===== src/rtl/fe_fifo_decoder_pkg.sv =====
// Shared front-end sniff FIFO entry layout, used by both the capture writer and the decoder.
// Field positions and command codes must stay identical on both sides of the FIFO.
package fe_fifo_decoder_pkg;

    typedef enum logic [1:0] {
        CMD_DATA = 2'd0,
        CMD_TIME = 2'd1,
        CMD_STAT = 2'd2,
        CMD_RSVD = 2'd3
    } fe_cmd_e;

    localparam int unsigned FE_ENTRY_WIDTH    = 18;
    localparam int unsigned FE_CMD_START      = 0;
    localparam int unsigned FE_CMD_LEN        = 2;
    localparam int unsigned FE_TIME_START     = 2;
    localparam int unsigned FE_TIME_SHORT_LEN = 3;
    localparam int unsigned FE_TIME_FULL_LEN  = 16;
    localparam int unsigned FE_DATA_START     = 5;
    localparam int unsigned FE_DATA_LEN       = 8;
    localparam int unsigned FE_STATUS_START   = 13;
    localparam int unsigned FE_STATUS_LEN     = 5;

    // Bit positions inside the status field
    localparam int unsigned FE_STAT_VBUSVLD   = 0;
    localparam int unsigned FE_STAT_SESSEND   = 1;
    localparam int unsigned FE_STAT_SESSVLD   = 2;
    localparam int unsigned FE_STAT_RXERROR   = 3;
    localparam int unsigned FE_STAT_RXACTIVE  = 4;

    typedef enum logic [1:0] {
        ST_IDLE = 2'd0,
        ST_WAIT = 2'd1,
        ST_OUT  = 2'd2
    } dec_state_e;

endpackage


===== src/rtl/fe_fifo_decoder.sv =====
// Read side of the front-end sniff FIFO: pops entries, rebuilds absolute timestamps
// from per-entry deltas and presents DATA/STAT records over a valid/ready handshake.
module fe_fifo_decoder
    import fe_fifo_decoder_pkg::*;
#(
    parameter int unsigned pTIMESTAMP_FULL_WIDTH  = 16,
    parameter int unsigned pTIMESTAMP_SHORT_WIDTH = 3,
    parameter int unsigned pACC_WIDTH             = 32,
    parameter int unsigned pCOUNT_WIDTH           = 24
) (
    input  logic                    cwusb_clk,
    input  logic                    reset_n,
    input  logic                    I_clear,
    input  logic                    I_fifo_empty,
    input  logic [17:0]             I_fifo_dout,
    output logic                    O_fifo_rd,
    output logic                    O_valid,
    input  logic                    I_ready,
    output logic                    O_is_data,
    output logic [7:0]              O_data,
    output logic [4:0]              O_status,
    output logic [pACC_WIDTH-1:0]   O_timestamp,
    output logic [pCOUNT_WIDTH-1:0] O_count,
    output logic                    O_error
);

    localparam logic [pCOUNT_WIDTH-1:0] CNT_ONE = 1;

    dec_state_e                state_q, state_d;
    logic [pACC_WIDTH-1:0]     acc_q, acc_d;
    logic [pACC_WIDTH-1:0]     ts_q, ts_d;
    logic [pCOUNT_WIDTH-1:0]   cnt_q, cnt_d;
    logic                      err_q, err_d;
    logic                      is_data_q, is_data_d;
    logic [7:0]                data_q, data_d;
    logic [4:0]                status_q, status_d;
    logic                      rd_d;

    fe_cmd_e                   cmd;
    logic [pACC_WIDTH-1:0]     delta;
    logic [pACC_WIDTH-1:0]     acc_sum;

    assign cmd = fe_cmd_e'(I_fifo_dout[FE_CMD_START +: FE_CMD_LEN]);

    always_comb begin
        delta = '0;
        if (cmd == CMD_TIME) begin
            delta[pTIMESTAMP_FULL_WIDTH-1:0] = I_fifo_dout[FE_TIME_START +: pTIMESTAMP_FULL_WIDTH];
        end else begin
            delta[pTIMESTAMP_SHORT_WIDTH-1:0] = I_fifo_dout[FE_TIME_START +: pTIMESTAMP_SHORT_WIDTH];
        end
    end

    assign acc_sum = acc_q + delta;

    always_comb begin
        state_d   = state_q;
        acc_d     = acc_q;
        ts_d      = ts_q;
        cnt_d     = cnt_q;
        err_d     = err_q;
        is_data_d = is_data_q;
        data_d    = data_q;
        status_d  = status_q;
        rd_d      = 1'b0;

        if (I_clear) begin
            state_d   = ST_IDLE;
            acc_d     = '0;
            ts_d      = '0;
            cnt_d     = '0;
            err_d     = 1'b0;
            is_data_d = 1'b0;
            data_d    = '0;
            status_d  = '0;
        end else begin
            unique case (state_q)
                ST_IDLE: begin
                    if (!I_fifo_empty) begin
                        rd_d    = 1'b1;
                        state_d = ST_WAIT;
                    end
                end
                ST_WAIT: begin
                    unique case (cmd)
                        CMD_DATA, CMD_STAT: begin
                            acc_d     = acc_sum;
                            ts_d      = acc_sum;
                            is_data_d = (cmd == CMD_DATA);
                            data_d    = (cmd == CMD_DATA) ? I_fifo_dout[FE_DATA_START +: FE_DATA_LEN] : '0;
                            status_d  = I_fifo_dout[FE_STATUS_START +: FE_STATUS_LEN];
                            state_d   = ST_OUT;
                        end
                        CMD_TIME: begin
                            acc_d   = acc_sum;
                            state_d = ST_IDLE;
                        end
                        default: begin
                            err_d   = 1'b1;
                            state_d = ST_IDLE;
                        end
                    endcase
                end
                ST_OUT: begin
                    // Accepting a record with more data queued issues the next read at once
                    if (I_ready) begin
                        cnt_d = cnt_q + CNT_ONE;
                        if (!I_fifo_empty) begin
                            rd_d    = 1'b1;
                            state_d = ST_WAIT;
                        end else begin
                            state_d = ST_IDLE;
                        end
                    end
                end
                default: state_d = ST_IDLE;
            endcase
        end
    end

    always_ff @(posedge cwusb_clk or negedge reset_n) begin
        if (!reset_n) begin
            state_q   <= ST_IDLE;
            acc_q     <= '0;
            ts_q      <= '0;
            cnt_q     <= '0;
            err_q     <= 1'b0;
            is_data_q <= 1'b0;
            data_q    <= '0;
            status_q  <= '0;
        end else begin
            state_q   <= state_d;
            acc_q     <= acc_d;
            ts_q      <= ts_d;
            cnt_q     <= cnt_d;
            err_q     <= err_d;
            is_data_q <= is_data_d;
            data_q    <= data_d;
            status_q  <= status_d;
        end
    end

    // Read strobe is combinational from IDLE/OUT, so hold it off while reset is asserted
    assign O_fifo_rd   = rd_d & reset_n;
    assign O_valid     = (state_q == ST_OUT);
    assign O_is_data   = is_data_q;
    assign O_data      = data_q;
    assign O_status    = status_q;
    assign O_timestamp = ts_q;
    assign O_count     = cnt_q;
    assign O_error     = err_q;

endmodule


===== config.mk =====
export PLATFORM = sky130hd
export DESIGN_NAME = fe_fifo_decoder
export DESIGN_NICKNAME = d
export VERILOG_FILES = /design/src/rtl/fe_fifo_decoder_pkg.sv /design/src/rtl/fe_fifo_decoder.sv
export SDC_FILE = /design/constraint.sdc
export NUM_CORES = 1
export LEC_CHECK = 0
export ABC_AREA = 1
export ABC_CLOCK_PERIOD_IN_PS = 2900
export CORE_AREA = 2 2 121 111
export DETAILED_ROUTE_END_ITERATION = 6
export DIE_AREA = 0 0 123 113
export HOLD_SLACK_MARGIN = 0.05
export PLACE_DENSITY_LB_ADDON = 0.25
export SLEW_MARGIN = 20
export SYNTH_ARGS = -nofsm -noshare
export SYNTH_HDL_FRONTEND = slang
export SYNTH_SLANG_ARGS = --single-unit
export TNS_END_PERCENT = 1

===== constraint.sdc =====
create_clock -name cwusb_clk -period 2.9 [get_ports cwusb_clk]
set_clock_uncertainty 0.2 [all_clocks]
set_input_delay 0.58 -clock cwusb_clk [delete_from_list [all_inputs] [get_ports cwusb_clk]]
set_output_delay 0.58 -clock cwusb_clk [all_outputs]
set_load 0.02 [all_outputs]

# Word-level counts from Yosys, hierarchy flattened
# Index checks and enable logic that the tools add are counted.
# totals
reg_bits	105
latchBits	0
mem_bits_rw	0
mem_bits_ro	0
out_inout_bits	73
elab_cells	65
mem_count	0
# classes
n_addsub	2
n_mul	0
n_div	0
n_lt_le_gt_ge	0
n_eq_ne	7
shifts	0
muxes	33
bitwise	1
n_reduce_logical	14
# ops
op	count
32-bit two-way mux	6
24-bit two-way mux	3
32-bit by 16-bit adder with 32-bit output	1
8-bit two-way mux	4
24-bit by 1-bit adder with 24-bit output (second input constant)	1
5-bit two-way mux	3
13-bit two-way mux	1
1-bit two-way mux	10
2-bit AND reduction	5
2-bit nonzero test	5
2-bit two-way mux	4
2-bit case mux with 3 select lines	1
2-bit by 1-bit == test with 1-bit output (second input constant)	2
2-bit == test (second input constant)	2
2-bit logical NOT	2
3-bit by 2-bit != test with 1-bit output (second input constant)	1
3-bit != test (second input constant)	1
3-bit OR reduction	1
2-bit by 1-bit != test with 1-bit output (second input constant)	1
1-bit case mux with 2 select lines	1
2-bit OR reduction	1
1-bit AND	1

# Logic depth before layout (Yosys ltp)
# Gate-level depths: netlist of the first run.
# depth
ltp_word	6
depth_mapped	18

# Least setup slack after synthesis of the first run
# Ideal clock, no wire load.
# synth_timing
path_kind	input to register
start	input I_fifo_dout[1]
end	register ts_q[16], in the netlist O_timestamp[16]
setup_ns	0.065
arrival_ns	2.258
required_time_ns	2.635
setup_slack_ns	0.377
stages	16
n_path_buf	1
cell_sequence	inv_1 nand2_1 clkbuf_1 nor2_1 ha_1 nand2_1 inv_1 a21oi_1 nor2_1 nor2_1 nand2_1 nand2_1 nand2_1 nor2_1 nand2_1 nand2_1
# synth_between
elab_chain_len	6
# synth_lines
element	line_no	text
start, declared	fe_fifo_decoder.sv:15	input logic [17:0] I_fifo_dout,
2-bit by 1-bit == test with 1-bit output	fe_fifo_decoder.sv:47	if (cmd == CMD_TIME) begin
13-bit two-way mux	fe_fifo_decoder.sv:47	
32-bit by 16-bit adder with 32-bit output	fe_fifo_decoder.sv:54	assign acc_sum = acc_q + delta;
32-bit two-way mux	fe_fifo_decoder.sv:85	unique case (cmd)
32-bit two-way mux	fe_fifo_decoder.sv:77	unique case (state_q)
32-bit two-way mux	fe_fifo_decoder.sv:67	if (I_clear) begin
end signal, assigned	fe_fifo_decoder.sv:134	ts_q <= ts_d;
end, declared	fe_fifo_decoder.sv:31	logic [pACC_WIDTH-1:0] ts_q, ts_d;
# Parallel ways exist; a longest one is shown, timed or not. The select of a mux whose other input is x is not followed.
# A chain may end at the register's enable or synchronous reset.

# Worst setup path after layout of the first run
# layout_timing
start	input I_fifo_dout[1]
end	register acc_q[23]
# layout_between
elab_chain_len	6
# layout_lines
element	line_no	text
2-bit by 1-bit == test with 1-bit output	fe_fifo_decoder.sv:47, fe_fifo_decoder.sv:85	
13-bit two-way mux	fe_fifo_decoder.sv:47	
32-bit by 16-bit adder with 32-bit output	fe_fifo_decoder.sv:54	
32-bit two-way mux	fe_fifo_decoder.sv:85	
32-bit two-way mux	fe_fifo_decoder.sv:77	
32-bit two-way mux	fe_fifo_decoder.sv:67	
end signal, assigned	fe_fifo_decoder.sv:124	acc_q <= '0;
end signal, assigned	fe_fifo_decoder.sv:133	acc_q <= acc_d;
end, declared	fe_fifo_decoder.sv:30	logic [pACC_WIDTH-1:0] acc_q, acc_d;
# Parallel ways exist; a longest one is shown, timed or not. The select of a mux whose other input is x is not followed.

==> metrics.md, run 1 <==
| Metric | Value |
|---|---|
| IO Pins | `96` |
| Layout cells sized above 1 | `9.95%` |
| CP endpoint kind | `flop` |
| CTS tree | `done` |
| Hold WC Path Type | `in2async` |
| Setup bufs post-CTS | `0` |
| Deepest clock path buffer count | `2` |
| Initial drt markers | `445` |
| Primary FF master, synth | `dfrtp_1` |
| Static Leakage | `3.94 nW` |
| H-tree Lvls | `3` |
| Data required time of the worst path | `2.95 ns` |
| DRC violations left | `0` |
| Slowest CP cell | `clkdlybuf4s50_1` |
| Pins over their slew limit | `0` |
| Hold WS | `0.0939 ns` |
| ANT nets after route | `0` |
| Avg Cell Area, Syn | `6.98 um^2` |
| Critical Path End | `acc_q[23]$_DFFE_PN0P_` |
| Seq cells post-synth | `105` |
| Most frequent cells in the layout | `297 x nand2_1, 117 x inv_1, 105 x dfrtp_1` |
| Final hold violations | `0` |
| Ys async rst share | `100%` |
| CP Depth | `16` |
| Top cells by area, synth | `dfrtp_1 42%, nand2_1 19%, inv_1 7.1%` |
| Peak supply drop | `0.368 mV` |
| Post-synthesis compound-gate area fraction | `9.83%` |
| Final worst-path cycle share | `96.4%` |
| Type of the worst setup path | `in2reg` |
| Seq/Total Area, Yosys | `42.4%` |
| Library cells used by synthesis | `36` |
| Slew margin rel. | `61.5%` |
| Simple-Gate Fraction of Synth Area | `35.0%` |
| Clk_lat worst skew | `0.36 ns` |
| Power density cells | `416 nW/um^2` |
| Setup violations, final | `0` |
| CP Cell Sequence | `clkdlybuf4s50_1, inv_1, nand2_2, buf_12, nor2_2, ha_2, nand2_1, inv_1, nand2_1, nand2_1, a21oi_1, nand2_2, nand2_1, nand3_1, nand4_1, nand2_1` |
| Mux share of post-synthesis cell area | `0%` |
| Initial antenna violation count | `0` |
| Area share of the largest cell type after synthesis | `42.4%` |
| Area Overhead vs Synth | `28.2%` |
| Vias per inst | `5.12` |
| Worst flop-to-flop path startpoint | `acc_q[0]$_DFFE_PN0P_` |
| Outcome | `complete, no violations` |
| RSZ-0062 raised after global routing | `yes` |
| CTS hold repair buffers | `0` |
| Grt ovf | `0` |
| Cell taking the most area after synthesis | `dfrtp_1` |
| Gr usage total | `24.7%` |
| Drt pass-1 iters | `5` |
| Highest attainable clock frequency | `0.358 GHz` |
| Clock transition at the registers of the reported paths | `0.07 ns` |
| Buf/Inv on CP | `4` |
| Largest net degree at the start of global routing | `106` |
| Pre-CTS setup slack | `-0.393 ns` |
| Worst-Margin Slew | `0.578 ns` |
| Half-perimeter wire length after placement | `12.0 mm` |
| Most common cell after layout, fill and taps aside | `nand2_1` |
| Startpoint class of the critical path | `input port` |
| Core ar. | `12,600 um^2` |
| FF-to-FF path depth | `11` |
| Die height | `113 um` |
| Starting density of the core | `49.2%` |
| Final net count | `1,051` |
| Cell mode on critical path | `nand2_1` |
| Port Buffers | `95` |
| Post-Syn Nets | `929` |
| Die width | `123 um` |
| Post-Synthesis Cell Area | `6200 um^2` |
| Post-Synth Adder-Cell Area | `3.76%` |
| Number of synthesized flops with an enable pin | `0` |
| First-pass GRT wire length | `27.2 mm` |
| Synth Area in XOR/XNOR | `0.141%` |
| Number of diodes | `0` |
| Row count | `39` |
| RR Endpoint | `O_timestamp[10]$_DFFE_PN0P_` |
| Gate Count Post-Synth | `888` |
| CP Max Fanout | `13` |
| Vias in the first global route | `5,654` |
| Routed vias | `6,038` |
| Setup TNS | `0 ns` |
| Reg-to-reg setup timing slack | `0.60 ns` |
| Final WL | `16.4 mm` |
| Avg WL per Cell | `13.9 um` |
| CP delay by family, top | `simple AND/OR/NAND/NOR gates` |
| Gpl congestion | `0.912` |
| Die ar. | `13,900 um^2` |
| Max-Cap Viols | `0` |
| Warnings, synthesis | `0` |
| CTS Root Cell | `clkbuf_16` |
| Crit path largest cell delay | `0.43 ns` |
| Largest family of logic cells by synthesized area | `simple AND/OR/NAND/NOR gates` |
| CTS sink cnt | `105` |
| Critical path arrival | `2.84 ns` |
| Worst Setup SP | `I_fifo_dout[1]` |
| CTS Buf Count | `9` |
| Final Critical Period | `2.79 ns` |
| Min setup slack post-route | `0.105 ns` |
-- report_power, final --
group | internal [mW] | switching, mW | leakage [nW]
clock network | 0.609 | 0.565 | 0.137
logic | 0.225 | 0.336 | 2.36
registers | 1.53 | 0.0431 | 1.45
total | 2.36 | 0.944 | 3.94
-- registers in the layout, summed over array words and instances (netlist names) --
name         flops
O_timestamp     32
O_data           8
O_error          1
O_is_data        1
O_count         24
state_q          2
acc_q           32
O_status         5
-- metrics by stage --
stage / instances / power (mW) / cell area, um^2 / util [%]
2_1_floorplan: 888 / 1.88 / 6200 / -
3_3_place_gp: 1163 / 2.14 / 7580 / 60.2
3_5_place_dp: 1163 / 2.14 / 7580 / 60.2
4_1_cts: 1179 / 3.31 / 7880 / 62.6
5_1_grt: 1179 / 3.47 / 7940 / 63.1
6_report: 1179 / 3.31 / 7940 / 63.1
-- area by class of cell --
cell class                 count  area, um^2
timing repair buffer         133        1260
tap                          164         205
clock inverter                 4        27.5
inverter                     121         454
multi-input combinational    640        3120
clock buffer                  12         246
sequential                   105        2630
fill                        1171        4650
-- synth_stat cells, types with 2 or more instances --
cell type and instances:
nand3_2 2, nor3_1 16, ha_1 17, nand2_1 308, nor2_1 71, inv_2 3
a31oi_1 2, o21ai_1 2, nand3b_1 5, nand3_1 44, o21ai_0 72, nand2_2 3
nor2_2 4, inv_1 117, nand4_1 38, a21oi_1 36, clkbuf_1 10, dfrtp_1 105
and2_1 2, nor3_2 3, buf_2 12, nor2_4 2
-- cell families after synthesis --
logic type	Yosys count
AO/OA/AOI/OAI	118
AND/OR/NAND/NOR	503
buffers and inverters	143
adder cells (fa/ha/maj)	18
XOR/XNOR	1
flip-flops	105
-- per-layer routing --
metal  wire length, um  global-route usage, %  up-vias  part of all wire, %
li1                  -                      -     3089                    -
met5                 0                      0        -                    0
met4               158                   6.21        0                 0.96
met1              8090                   35.5     2782                   49
met3               894                   4.64       14                  5.4
met2              7260                   38.5      153                   44
-- worst min path at each step --
stage	cells after the start	endpoint
after floorplan	0	O_count[0]$_DFFE_PN0P_
after global placement	2	O_timestamp[0]$_DFFE_PN0P_
after detailed placement	1	state_q[0]$_DFFE_PN0P_
after CTS	2	O_status[2]$_DFFE_PN0P_
after global routing	2	O_status[1]$_DFFE_PN0P_
final	2	O_status[2]$_DFFE_PN0P_
-- repair_timing --
| item | 4_1_cts | 5_1_grt |
|---|---|---|
| resized for setup | 8 | 30 |
| endpoints found under the setup margin | 9 | 44 |
| pin swaps | 0 | 6 |
Power figures use the tool's default switching activity.
==> run 2: changes to the inputs <==
--- a/config.mk
+++ b/config.mk
@@ -12,6 +12,7 @@
 export DIE_AREA = 0 0 123 113
 export HOLD_SLACK_MARGIN = 0.05
 export PLACE_DENSITY_LB_ADDON = 0.25
+export SKIP_CTS_REPAIR_TIMING = 1
 export SLEW_MARGIN = 20
 export SYNTH_ARGS = -nofsm -noshare
 export SYNTH_HDL_FRONTEND = slang
==> run 2 against run 1 <==
  * First-iteration DRC count up 16%
  * Global-route usage fell by 0.053 points
  * Critical path depth decreased by 1
  * Sequential share of layout area shrank 0.073 points
  * Worst setup slack better by 0.024 ns
  * Register-to-register slack is essentially flat
  * Largest cell class unchanged
  * Hold slack gained 0.00095 ns
==> metrics.md, run 2 (synthesis results as in run 1) <==
| Metric | Value |
|---|---|
| Pins over their slew limit | `0` |
| CP endpoint kind | `flop` |
| Final net count | `1,051` |
| Max-Cap Viols | `0` |
| Row count | `39` |
| DRC violations left | `0` |
| Setup violations, final | `0` |
| Buf/Inv on CP | `3` |
| Number of diodes | `0` |
| Design Power | `3.31 mW` |
| CTS Buf Count | `9` |
| Setup TNS | `0 ns` |
| Final Critical Period | `2.77 ns` |
| Die height | `113 um` |
| First-pass GRT wire length | `27.1 mm` |
| Startpoint class of the critical path | `input port` |
| Hold WC Path Type | `in2async` |
| CP delay by family, top | `buffers and inverters` |
| Switching share of power | `28.4%` |
| Worst Setup SP | `I_fifo_dout[1]` |
| Initial antenna violation count | `0` |
| Avg WL per Cell | `13.9 um` |
| CTS sink cnt | `105` |
| Static Leakage | `3.96 nW` |
| Sw power | `0.940 mW` |
| Slew margin rel. | `61.4%` |
| Port Buffers | `95` |
| Final Util | `63.2%` |
| Layout cells sized above 1 | `9.95%` |
| CP Max Fanout | `13` |
| Largest net degree at the start of global routing | `106` |
| Clk pwr share | `35.3%` |
| Internal | `2.37 mW` |
| Slowest CP cell | `clkdlybuf4s50_1` |
| IO Pins | `96` |
| RR Endpoint | `O_timestamp[10]$_DFFE_PN0P_` |
| Routed vias | `6,038` |
| Die width | `123 um` |
| Area Overhead vs Synth | `28.5%` |
| H-tree Lvls | `3` |
| Starting density of the core | `49.2%` |
| FF-to-FF path depth | `11` |
| Pre-CTS setup slack | `-0.393 ns` |
| Comb power frac | `17.1%` |
| Clk_lat worst skew | `0.36 ns` |
| Type of the worst setup path | `in2reg` |
| Most frequent cells in the layout | `296 x nand2_1, 117 x inv_1, 105 x dfrtp_1` |
| Drt pass-1 iters | `7` |
| Critical Path End | `O_timestamp[11]$_DFFE_PN0P_` |
| Vias per inst | `5.12` |
| CP Cell Sequence | `clkdlybuf4s50_1, inv_1, nand2_2, buf_12, nor2_1, ha_1, nand2_1, nand2_1, a21oi_1, nand2_2, nand2_1, nand2_2, a21oi_1, o21ai_0, o21ai_0` |
| Peak supply drop | `0.366 mV` |
| Min setup slack post-route | `0.130 ns` |
| Gpl congestion | `0.912` |
| Vias in the first global route | `5,663` |
| RSZ-0062 raised after global routing | `yes` |
| CTS tree | `done` |
| CP Depth | `15` |
| ANT nets after route | `0` |
| Outcome | `complete, no violations` |
| Half-perimeter wire length after placement | `12.0 mm` |
| Most common cell after layout, fill and taps aside | `nand2_1` |
| Fillers | `1,168` |
| Deepest clock path buffer count | `2` |
| Die ar. | `13,900 um^2` |
| Worst flop-to-flop path startpoint | `acc_q[0]$_DFFE_PN0P_` |
| Core ar. | `12,600 um^2` |
| Gr usage total | `24.6%` |
| Clock transition at the registers of the reported paths | `0.07 ns` |
| Reg-to-reg setup timing slack | `0.60 ns` |
| Worst-Margin Slew | `0.580 ns` |
| Seq pwr share | `47.6%` |
| Initial drt markers | `515` |
| Power density cells | `415 nW/um^2` |
| Critical path arrival | `2.84 ns` |
| Final hold violations | `0` |
| Final WL | `16.3 mm` |
| Crit path largest cell delay | `0.48 ns` |
| Highest attainable clock frequency | `0.361 GHz` |
| Final worst-path cycle share | `95.5%` |
| Grt ovf | `0` |
| CTS Root Cell | `clkbuf_16` |
| Data required time of the worst path | `2.97 ns` |
-- run 2: cell count changes in the layout (fill, tap and decap cells not counted), sizes merged --
cell,before,now
dlymetal6s2s,0,1
dlygate4sd2,1,0
-- run 2: worst min path at each step --
stage                                    start                          to  slack [ns]  depth (start not counted)
floorplan                              reset_n      O_count[0]$_DFFE_PN0P_        0.08                          0
global placement    O_timestamp[0]$_DFFE_PN0P_  O_timestamp[0]$_DFFE_PN0P_        0.25                          2
detailed placement      state_q[0]$_DFFE_PN0P_      state_q[0]$_DFFE_PN0P_        0.25                          1
CTS                                    reset_n     O_status[2]$_DFFE_PN0P_        0.14                          2
global route                           reset_n     O_status[1]$_DFFE_PN0P_        0.16                          2
finish                                 reset_n     O_status[2]$_DFFE_PN0P_        0.09                          2
-- run 2: metrics by stage --
step / hold slack [ns] / instance area, um^2 / cells
2_1_floorplan: 0.0844 / 6200 / 888
3_3_place_gp: 0.255 / 7580 / 1163
3_5_place_dp: 0.250 / 7580 / 1163
4_1_cts: 0.140 / 7860 / 1179
5_1_grt: 0.159 / 7960 / 1179
6_report: 0.0949 / 7960 / 1179
-- run 2: cell type report --
cell class	instances	area, um^2	area share, %
flip-flops and latches	105	2630	33.0
repair buffers	133	1260	15.8
multi-input cells	640	3140	39.4
clock buffers	12	246	3.10
clock inverters	4	27.5	0.346
well taps	164	205	2.58
inverters	121	454	5.71
-- run 2: power by group through the flow --
stage | clock, mW | combinational [mW] | sequential, mW
after floorplan | 0 | 0.248 | 1.63
after global placement | 0 | 0.539 | 1.60
after detailed placement | 0 | 0.545 | 1.60
after CTS | 1.19 | 0.549 | 1.57
after global routing | 1.26 | 0.632 | 1.58
final | 1.17 | 0.564 | 1.57
-- run 2: metal layers --
layer	GRT usage (%)	vias up	routed length, um
met2	38.9	150	7300
met1	35.2	2784	7950
li1	-	3089	-
met3	4.54	15	924
met4	6.14	0	156
met5	0	-	0
